==> config.mk <==
export PLATFORM = sky130hd
export DESIGN_NAME = hsv2rgb_pipe
export DESIGN_NICKNAME = d
export VERILOG_FILES = /design/src/rtl/hsv2rgb_pipe.sv
export SDC_FILE = /design/constraint.sdc
export NUM_CORES = 1
export LEC_CHECK = 0
export ABC_CLOCK_PERIOD_IN_PS = 8900
export CAP_MARGIN = 5
export CORE_UTILIZATION = 60
export CTS_CLUSTER_SIZE = 25
export DETAILED_ROUTE_END_ITERATION = 16
export GPL_TIMING_DRIVEN = 0
export PLACE_DENSITY = 0.77
export SYNTH_ARGS = -nofsm -noshare
export SYNTH_HDL_FRONTEND = slang
export SYNTH_SLANG_ARGS = --single-unit
export TNS_END_PERCENT = 100
==> constraint.sdc <==
create_clock -name pclk -period 8.9 [get_ports pclk]
set_input_delay 2.225 -clock pclk [delete_from_list [all_inputs] [get_ports pclk]]
set_output_delay 2.225 -clock pclk [all_outputs]
set_load 0.03 [all_outputs]
==> src/rtl/hsv2rgb_pipe.sv <==
// ----------------------------------------------------------------------------
// hsv2rgb_pipe
//
// Converts a 24-bit HSV pixel stream (H = degrees/2 in 0..179, S and V in
// 0..255) back to 24-bit RGB. This is the inverse of the colour path's
// RGB-to-HSV stage. It sits after HSV-domain filtering so processed pixels
// can be shown on the RGB video output.
//
// The datapath is fully pipelined: one pixel per clock and a fixed latency of
// LATENCY (4) pclk cycles. There is no backpressure and no stall.
//
// Handshake: valid-only streaming. valid_in marks HSV24 as a real pixel on
// that pclk edge. Bubbles (valid_in=0) still travel down the pipe with
// don't-care data, and they emerge with valid_out=0. The sync_in qualifiers
// travel with every slot, valid or not. There is no ready signal, so the
// consumer must accept a pixel on every cycle where valid_out=1.
//
// Ports:
//   pclk      in   1   pixel clock; all logic on the rising edge
//   rst       in   1   synchronous active-high reset; clears every register
//   valid_in  in   1   HSV24 holds a valid pixel this cycle
//   sync_in   in   3   {vsync, hsync, de}, carried alongside the pixel
//   HSV24     in  24   [23:16] H (degrees/2), [15:8] S, [7:0] V
//   valid_out out  1   RGB24 is valid
//   sync_out  out  3   sync_in delayed by LATENCY cycles
//   RGB24     out 24   [23:16] R, [15:8] G, [7:0] B
// ----------------------------------------------------------------------------
module hsv2rgb_pipe #(
    parameter int LATENCY = 4  // fixed pipeline depth; 4 is the only legal value
) (
    input  logic        pclk,
    input  logic        rst,
    input  logic        valid_in,
    input  logic [2:0]  sync_in,
    input  logic [23:0] HSV24,
    output logic        valid_out,
    output logic [2:0]  sync_out,
    output logic [23:0] RGB24
);

    // ------------------------------------------------------------------
    // Qualifier delay line: {valid, sync} shifted alongside the data.
    // ------------------------------------------------------------------
    logic [3:0] qual_pipe [LATENCY];

    always_ff @(posedge pclk) begin
        if (rst) begin
            for (int i = 0; i < LATENCY; i++) begin
                qual_pipe[i] <= '0;
            end
        end else begin
            qual_pipe[0] <= {valid_in, sync_in};
            for (int i = 1; i < LATENCY; i++) begin
                qual_pipe[i] <= qual_pipe[i-1];
            end
        end
    end

    assign valid_out = qual_pipe[LATENCY-1][3];
    assign sync_out  = qual_pipe[LATENCY-1][2:0];

    // ------------------------------------------------------------------
    // Stage 1: hue wrap, then split into sector (Hw/30) and fraction
    // (Hw mod 30).
    // ------------------------------------------------------------------
    logic [7:0] h_in;
    logic [7:0] hw_c;
    logic [7:0] base_c;
    logic [2:0] sec_c;
    logic [4:0] f_c;

    assign h_in = HSV24[23:16];
    // Out-of-range hues (180..255) fold back into 0..75, so the sector
    // always lands in 0..5.
    assign hw_c = (h_in >= 8'd180) ? (h_in - 8'd180) : h_in;

    always_comb begin
        sec_c  = 3'd0;
        base_c = 8'd0;
        if (hw_c >= 8'd150) begin
            sec_c  = 3'd5;
            base_c = 8'd150;
        end else if (hw_c >= 8'd120) begin
            sec_c  = 3'd4;
            base_c = 8'd120;
        end else if (hw_c >= 8'd90) begin
            sec_c  = 3'd3;
            base_c = 8'd90;
        end else if (hw_c >= 8'd60) begin
            sec_c  = 3'd2;
            base_c = 8'd60;
        end else if (hw_c >= 8'd30) begin
            sec_c  = 3'd1;
            base_c = 8'd30;
        end
        // The difference is always 0..29, so five bits hold it exactly.
        f_c = 5'(hw_c - base_c);
    end

    logic [7:0] s1_s;
    logic [7:0] s1_v;
    logic [2:0] s1_sec;
    logic [4:0] s1_f;

    always_ff @(posedge pclk) begin
        if (rst) begin
            s1_s   <= '0;
            s1_v   <= '0;
            s1_sec <= '0;
            s1_f   <= '0;
        end else begin
            s1_s   <= HSV24[15:8];
            s1_v   <= HSV24[7:0];
            s1_sec <= sec_c;
            s1_f   <= f_c;
        end
    end

    // ------------------------------------------------------------------
    // Stage 2: products. With 7650 = 255*30, q and t come out exactly
    // scaled, and no fraction has to be kept below integer resolution.
    //   kp = 255 - S, kq = 7650 - S*f, kt = 7650 - S*(30-f)
    // S*f <= 255*29 and S*(30-f) <= 7650, so neither subtraction can go
    // negative and 13 bits are enough.
    // ------------------------------------------------------------------
    logic [7:0]  kp_c;
    logic [12:0] sf_c;
    logic [4:0]  omf_c;
    logic [12:0] somf_c;
    logic [12:0] kq_c;
    logic [12:0] kt_c;

    assign kp_c   = 8'd255 - s1_s;
    assign sf_c   = {5'd0, s1_s} * {8'd0, s1_f};
    assign omf_c  = 5'd30 - s1_f;
    assign somf_c = {5'd0, s1_s} * {8'd0, omf_c};
    assign kq_c   = 13'd7650 - sf_c;
    assign kt_c   = 13'd7650 - somf_c;

    logic [15:0] s2_vkp;
    logic [20:0] s2_vkq;
    logic [20:0] s2_vkt;
    logic [7:0]  s2_v;
    logic [2:0]  s2_sec;

    always_ff @(posedge pclk) begin
        if (rst) begin
            s2_vkp <= '0;
            s2_vkq <= '0;
            s2_vkt <= '0;
            s2_v   <= '0;
            s2_sec <= '0;
        end else begin
            s2_vkp <= {8'd0, s1_v} * {8'd0, kp_c};
            s2_vkq <= {13'd0, s1_v} * {8'd0, kq_c};
            s2_vkt <= {13'd0, s1_v} * {8'd0, kt_c};
            s2_v   <= s1_v;
            s2_sec <= s1_sec;
        end
    end

    // ------------------------------------------------------------------
    // Stage 3: truncating division by constants. Each quotient is <= V,
    // so it fits in 8 bits.
    // ------------------------------------------------------------------
    logic [7:0] s3_p;
    logic [7:0] s3_q;
    logic [7:0] s3_t;
    logic [7:0] s3_v;
    logic [2:0] s3_sec;

    always_ff @(posedge pclk) begin
        if (rst) begin
            s3_p   <= '0;
            s3_q   <= '0;
            s3_t   <= '0;
            s3_v   <= '0;
            s3_sec <= '0;
        end else begin
            s3_p   <= 8'(s2_vkp / 16'd255);
            s3_q   <= 8'(s2_vkq / 21'd7650);
            s3_t   <= 8'(s2_vkt / 21'd7650);
            s3_v   <= s2_v;
            s3_sec <= s2_sec;
        end
    end

    // ------------------------------------------------------------------
    // Stage 4: sector select into the output register.
    // ------------------------------------------------------------------
    logic [23:0] rgb_c;

    always_comb begin
        rgb_c = {s3_v, s3_t, s3_p};
        case (s3_sec)
            3'd0:    rgb_c = {s3_v, s3_t, s3_p};
            3'd1:    rgb_c = {s3_q, s3_v, s3_p};
            3'd2:    rgb_c = {s3_p, s3_v, s3_t};
            3'd3:    rgb_c = {s3_p, s3_q, s3_v};
            3'd4:    rgb_c = {s3_t, s3_p, s3_v};
            3'd5:    rgb_c = {s3_v, s3_p, s3_q};
            default: rgb_c = {s3_v, s3_t, s3_p};
        endcase
    end

    always_ff @(posedge pclk) begin
        if (rst) begin
            RGB24 <= '0;
        end else begin
            RGB24 <= rgb_c;
        end
    end

endmodule

==> results of run 1 <==
## stage by stage
step	area [µm²]	setup slack, ns	hold slack [ns]	util [%]	setup TNS [ns]
5_1_grt	26400	-0.0670	0.450	68.1	-0.175
3_3_place_gp	24900	-0.500	0.416	64.2	-0.669
4_1_cts	25700	0.0565	0.440	66.1	0
3_5_place_dp	24900	-0.479	0.425	64.2	-0.765
2_1_floorplan	23700	0.957	0.414	-	0
6_report	26400	0.313	0.435	68.1	0
## area by class of cell
cell class              instances  area share, %
inverters                     313           4.44
flip-flops and latches        167           12.7
well taps                     518           2.45
repair buffers                 80           2.81
clock buffers                  18           1.66
plain buffers                 103           1.78
multi-input cells            2339           73.4
clock inverters                14          0.766
diodes                          1        0.00946
## flip-flops by register name, summed over array words and instances (netlist names), 16 cells and up
signal     cells
RGB24         24
s2_vkq        21
s2_vkt        20
qual_pipe     16
s2_vkp        16
## worst register-to-register path, delay by kind of cell (launching register included)
family	cells	cell delay, ns
buffers and inverters	3	0.53
multiplexers	1	0.36
flip-flops	1	0.32
XOR/XNOR	4	0.84
AO/OA/AOI/OAI	12	3.52
AND/OR/NAND/NOR	10	2.94
## metal layers
metal | GRT usage [%] | up-vias
met5 | 0 | -
met4 | 11.0 | 0
met3 | 4.03 | 119
met2 | 52.8 | 772
met1 | 42.3 | 10500
li1 | - | 10300
## worst paths after layout
check                                to                  startpoint  depth (start not counted)  slack, ns
min          qual_pipe[1][3]$_SDFF_PP0_  qual_pipe[0][3]$_SDFF_PP0_                          1       0.43
max                  s3_t[0]$_SDFF_PP0_       s2_vkt[17]$_SDFF_PP0_                         30       0.31
min reg2reg  qual_pipe[1][3]$_SDFF_PP0_  qual_pipe[0][3]$_SDFF_PP0_                          1       0.43
max reg2reg          s3_t[0]$_SDFF_PP0_       s2_vkt[17]$_SDFF_PP0_                         30       0.31
## what timing repair did
| action | 4_1_cts | 5_1_grt |
|---|---|---|
| pin swaps | 0 | 11 |
| endpoints found under the setup margin | 4 | 12 |
| gates resized for setup | 20 | 125 |
| setup buffers | 1 | 22 |
## cells by family after synthesis
| kind of cell | count (synthesis) | share of synthesized area (%) |
|---|---|---|
| flops | 167 | 14.1 |
| xor+xnor | 148 | 5.59 |
| simple gates | 1089 | 23.9 |
| fa+ha+maj | 395 | 27.3 |
| buf+inv | 418 | 6.90 |
| compound gates | 681 | 21.0 |
| mux | 26 | 1.16 |
## layout by cell type (no fill, tap or decap), drive strengths merged, types with 32 or more instances in the layout
cell and count:
ha 179, clkbuf 95, nand2b 56, inv 319, nand2 255, and2 147
o21ai 118, nor3 58, dfxtp 167, o21bai 43, buf 49, a21oi 150
fa 207, nor2 214, clkdlybuf4s50 57, xnor2 119, nor2b 131, nand3 65
and3 32, a21o 35
==> flow_summary.ini, run 1 <==
[finish]
drive_gt1_share_pct = 9.36
syn2layout_area_growth_pct = 11.5
nets = 3437
ff_latch_area_mm2 = 0.00335
fill_cells = 3246
multi_input_area_mm2 = 0.0194
fin_cells = 3553

[worst_setup_path]
critPathMaxStageDelay_ns = 0.55
arrival_ns = 8.96
start_kind = flop
crit_type = flop to flop
cp_slowest_cell = or4_4
cp-end-kind = flop
worst-path-max-fanout = 10
critPathRequiredTime_ns = 9.27
crit_buf_inv = 3
crit_family = compound AO/OA/AOI/OAI gates

[synthesis]
yosysSeqAreaShare_pct = 14.1
ys_top_cells_by_count = inv_1, nand2_1, nor2_1, fa_1, ha_1
synth_top_area_cell = fa_1
ys_types = 129
syn_nets = 3340
synth_warnings = 0
netlist_area_mm2 = 0.0237
synth_cells = 2924
synth_edf_count = 0
synth.avg_cell_area_um2 = 8.11
synth_most_common_cell = inv_1
synth-seq-cells = 167
synth_top_cells_by_area = fa_1, dfxtp_1, ha_1, inv_1, xnor2_1
yosysTopAreaCellShare_pct = 17.5
synthFlopType = dfxtp_1
ys_async_sr_fraction_pct = 0

[route]
num_vias = 21600
drt_first_pass_iters = 5
drc = 0
drt-vias-per-instance = 6.09
wl_met3_mm = 3.77
wl_met1_mm = 28.2
post_drt_wl_per_cell_um = 18.1
first_iter_violations = 1704
routed_wl_mm = 64.3
top_layer = met4
wl_met2_mm = 30.2
ant_nets = 0

[cts]
cts_buffer_depth = 2
tritoncts = done
clock-root-buffer = clkbuf_16
clk_pin_slew_ns = 0.08
cts_hold_buffers = 0
cts_buffers = 17
cts_num_sinks = 167
clkLatencyLatePin_ns = 0.46
htree_levels = 4

[global_route]
grt_pass1_vias = 21100
grt_max_degree = 19
grt_usage_pct = 31.6
grt-ovfl-total = 0
grt_first_pass_wirelength_mm = 105
antenna_found_initial = 0

[placement]
place.gp.congestion = 0.917
numPortBuffers = 57
post-place-cells = 3499
dp_hpwl_mm = 50.4

[sta]
rsz0062_at_grt = yes
setup_violations = 0
drv_slew = 0
fin_crit_sh_pct = 96.5
relSlewSlack_pct = 29.8
min_period_ns = 8.59
worstMarginPinSlew_ns = 1.05
timing.fmax_mhz = 116
hold_viol = 0
skew_ns = 0.0215

[floorplanning]
rows = 72
die_x_um = 201
core_mm2 = 0.0388
start_util_pct = 61.1
die_y_um = 201
ios = 58
dieArea_mm2 = 0.0403

[worst_hold_path]
hp-class = flop to flop

[flow_run]
max_cap_violations = 0

[outcome]
status = complete, no violations
Power of run 1 is not shown: default switching activity piles up to over one toggle a cycle in this logic, so the estimate is an artifact.
==> run 2, diff against run 1 <==
SKIP_CTS_REPAIR_TIMING = 1   (was unset)
==> run 2 against run 1 <==
Compared with the run above:
- non-clock buffer count increased by 3
- design area about the same
- worst hold slack better by 0.0013 ns
- utilization about the same
- critical path depth shrank 1
- global-route usage is 0.081 points lower
- die area unchanged
- clock-buffer cell count did not move
- clock skew is 0.0040 ns lower
==> flow_summary.ini, run 2 (synthesis results as in run 1) <==
[outcome]
status = complete, no violations

[cts]
tritoncts = done
cts_buffers = 17
cts_num_sinks = 167
clkLatencyLatePin_ns = 0.46
clk_pin_slew_ns = 0.08
htree_levels = 4
cts_buffer_depth = 2
clock-root-buffer = clkbuf_16

[global_route]
grt_pass1_vias = 21000
grt-ovfl-total = 0
grt_first_pass_wirelength_mm = 105
grt_max_degree = 19
grt_usage_pct = 31.6
antenna_found_initial = 0

[finish]
largest_reg_flops = 24
drive_gt1_share_pct = 9.55
nets = 3440
largest-register = RGB24
largestRegisters = RGB24: 24 flops, s2_vkq: 21 flops, s2_vkt: 20 flops
syn2layout_area_growth_pct = 11.6
fill_cells = 3239
layout_commonest_cell = inv_1
ff_latch_area_mm2 = 0.00335
layout_common_cells = inv_1, nand2_1, nor2_1
multi_input_area_mm2 = 0.0194
utilization_pct = 68.2

[worst_setup_path]
cp-end-kind = flop
r2r_slack_ns = 0.32
r2r-start = s2_vkt[12]$_SDFF_PP0_
crit_type = flop to flop
cp_slowest_cell = or4_4
start_kind = flop
crit_buf_inv = 1
critPathRequiredTime_ns = 9.27
arrival_ns = 8.95
timing.rr.end = s3_t[0]$_SDFF_PP0_
worst-path-max-fanout = 8
reg2reg_depth = 29
crit_family = compound AO/OA/AOI/OAI gates
critPathMaxStageDelay_ns = 0.60

[route]
drt-vias-per-instance = 6.09
drt_first_pass_iters = 5
ant_nets = 0
routed_wl_mm = 64.4
drc = 0
post_drt_wl_per_cell_um = 18.1
num_vias = 21700
first_iter_violations = 1612

[sta]
relSlewSlack_pct = 31.9
skew_ns = 0.0176
fin_crit_sh_pct = 96.4
hold_viol = 0
setup_violations = 0
worstMarginPinSlew_ns = 1.02
min_period_ns = 8.58
drv_slew = 0
timing.fmax_mhz = 117
worst_hold_slack_ns = 0.436

[floorplanning]
rows = 72
die_x_um = 201
start_util_pct = 61.1
core_mm2 = 0.0388
die_y_um = 201
ios = 58
dieArea_mm2 = 0.0403

[placement]
dp_hpwl_mm = 50.4
place.gp.congestion = 0.917
numPortBuffers = 57

[worst_hold_path]
hold_depth = 1
hp-start = qual_pipe[0][3]$_SDFF_PP0_
holdPathEnd = qual_pipe[1][3]$_SDFF_PP0_
hp-class = flop to flop

[flow_run]
max_cap_violations = 0
==> run 2: changes by cell type in the layout (fill, tap and decap cells not counted), sizes merged <==
cell,change
buf,+4
diode,+2
clkbuf,-1
==> run 2: worst reg2reg max path: cells and delay by family, from the launching register on <==
family	cells	cell delay (ns)
compound gates	17	4.84
simple gates	7	2.23
xor+xnor	4	0.84
flops	1	0.38
buf+inv	1	0.20
==> run 2: how the worst max path moves through the flow <==
| stage | start | endpoint | slack (ns) | depth (start not counted) |
|---|---|---|---|---|
| after floorplan | s1_f[2]$_SDFF_PP0_ | s2_vkt[20]$_SDFF_PP0_ | 0.96 | 33 |
| after global placement | s2_vkq[14]$_SDFF_PP0_ | s3_q[0]$_SDFF_PP0_ | -0.50 | 30 |
| after detailed placement | s2_vkq[14]$_SDFF_PP0_ | s3_q[0]$_SDFF_PP0_ | -0.48 | 30 |
| after CTS | s2_vkq[14]$_SDFF_PP0_ | s3_q[0]$_SDFF_PP0_ | -0.51 | 30 |
| after global routing | s2_vkt[20]$_SDFF_PP0_ | s3_t[0]$_SDFF_PP0_ | -0.06 | 31 |
| final | s2_vkt[12]$_SDFF_PP0_ | s3_t[0]$_SDFF_PP0_ | 0.32 | 29 |
==> run 2: final cells by class <==
class	count	share of cell area, %
antenna	3	0.0284
buffer	103	1.79
clock buffer	18	1.66
clock inverter	14	0.766
inverter	313	4.44
multi-input combinational	2339	73.3
sequential	167	12.7
tap	518	2.45
timing repair buffer	83	2.89
==> run 2: per-stage QoR <==
step                      setup TNS (ns)  setup WS [ns]  cell area (µm²)  std cells
after floorplan                        0          0.957            23700       2924
after global placement            -0.669         -0.500            24900       3499
after detailed placement          -0.765         -0.479            24900       3499
after CTS                         -0.978         -0.509            25600       3531
after global routing              -0.125        -0.0619            26500       3555
final                                  0          0.320            26500       3558
==> run 2: layer usage <==
| metal | track usage [%] | part of all wire [%] |
|---|---|---|
| met5 | 0 | 0 |
| met2 | 52.7 | 47 |
| met1 | 42.1 | 44 |
| met4 | 10.7 | 3.0 |
| met3 | 4.16 | 6.1 |
Power of run 2 is left out for the same reason.
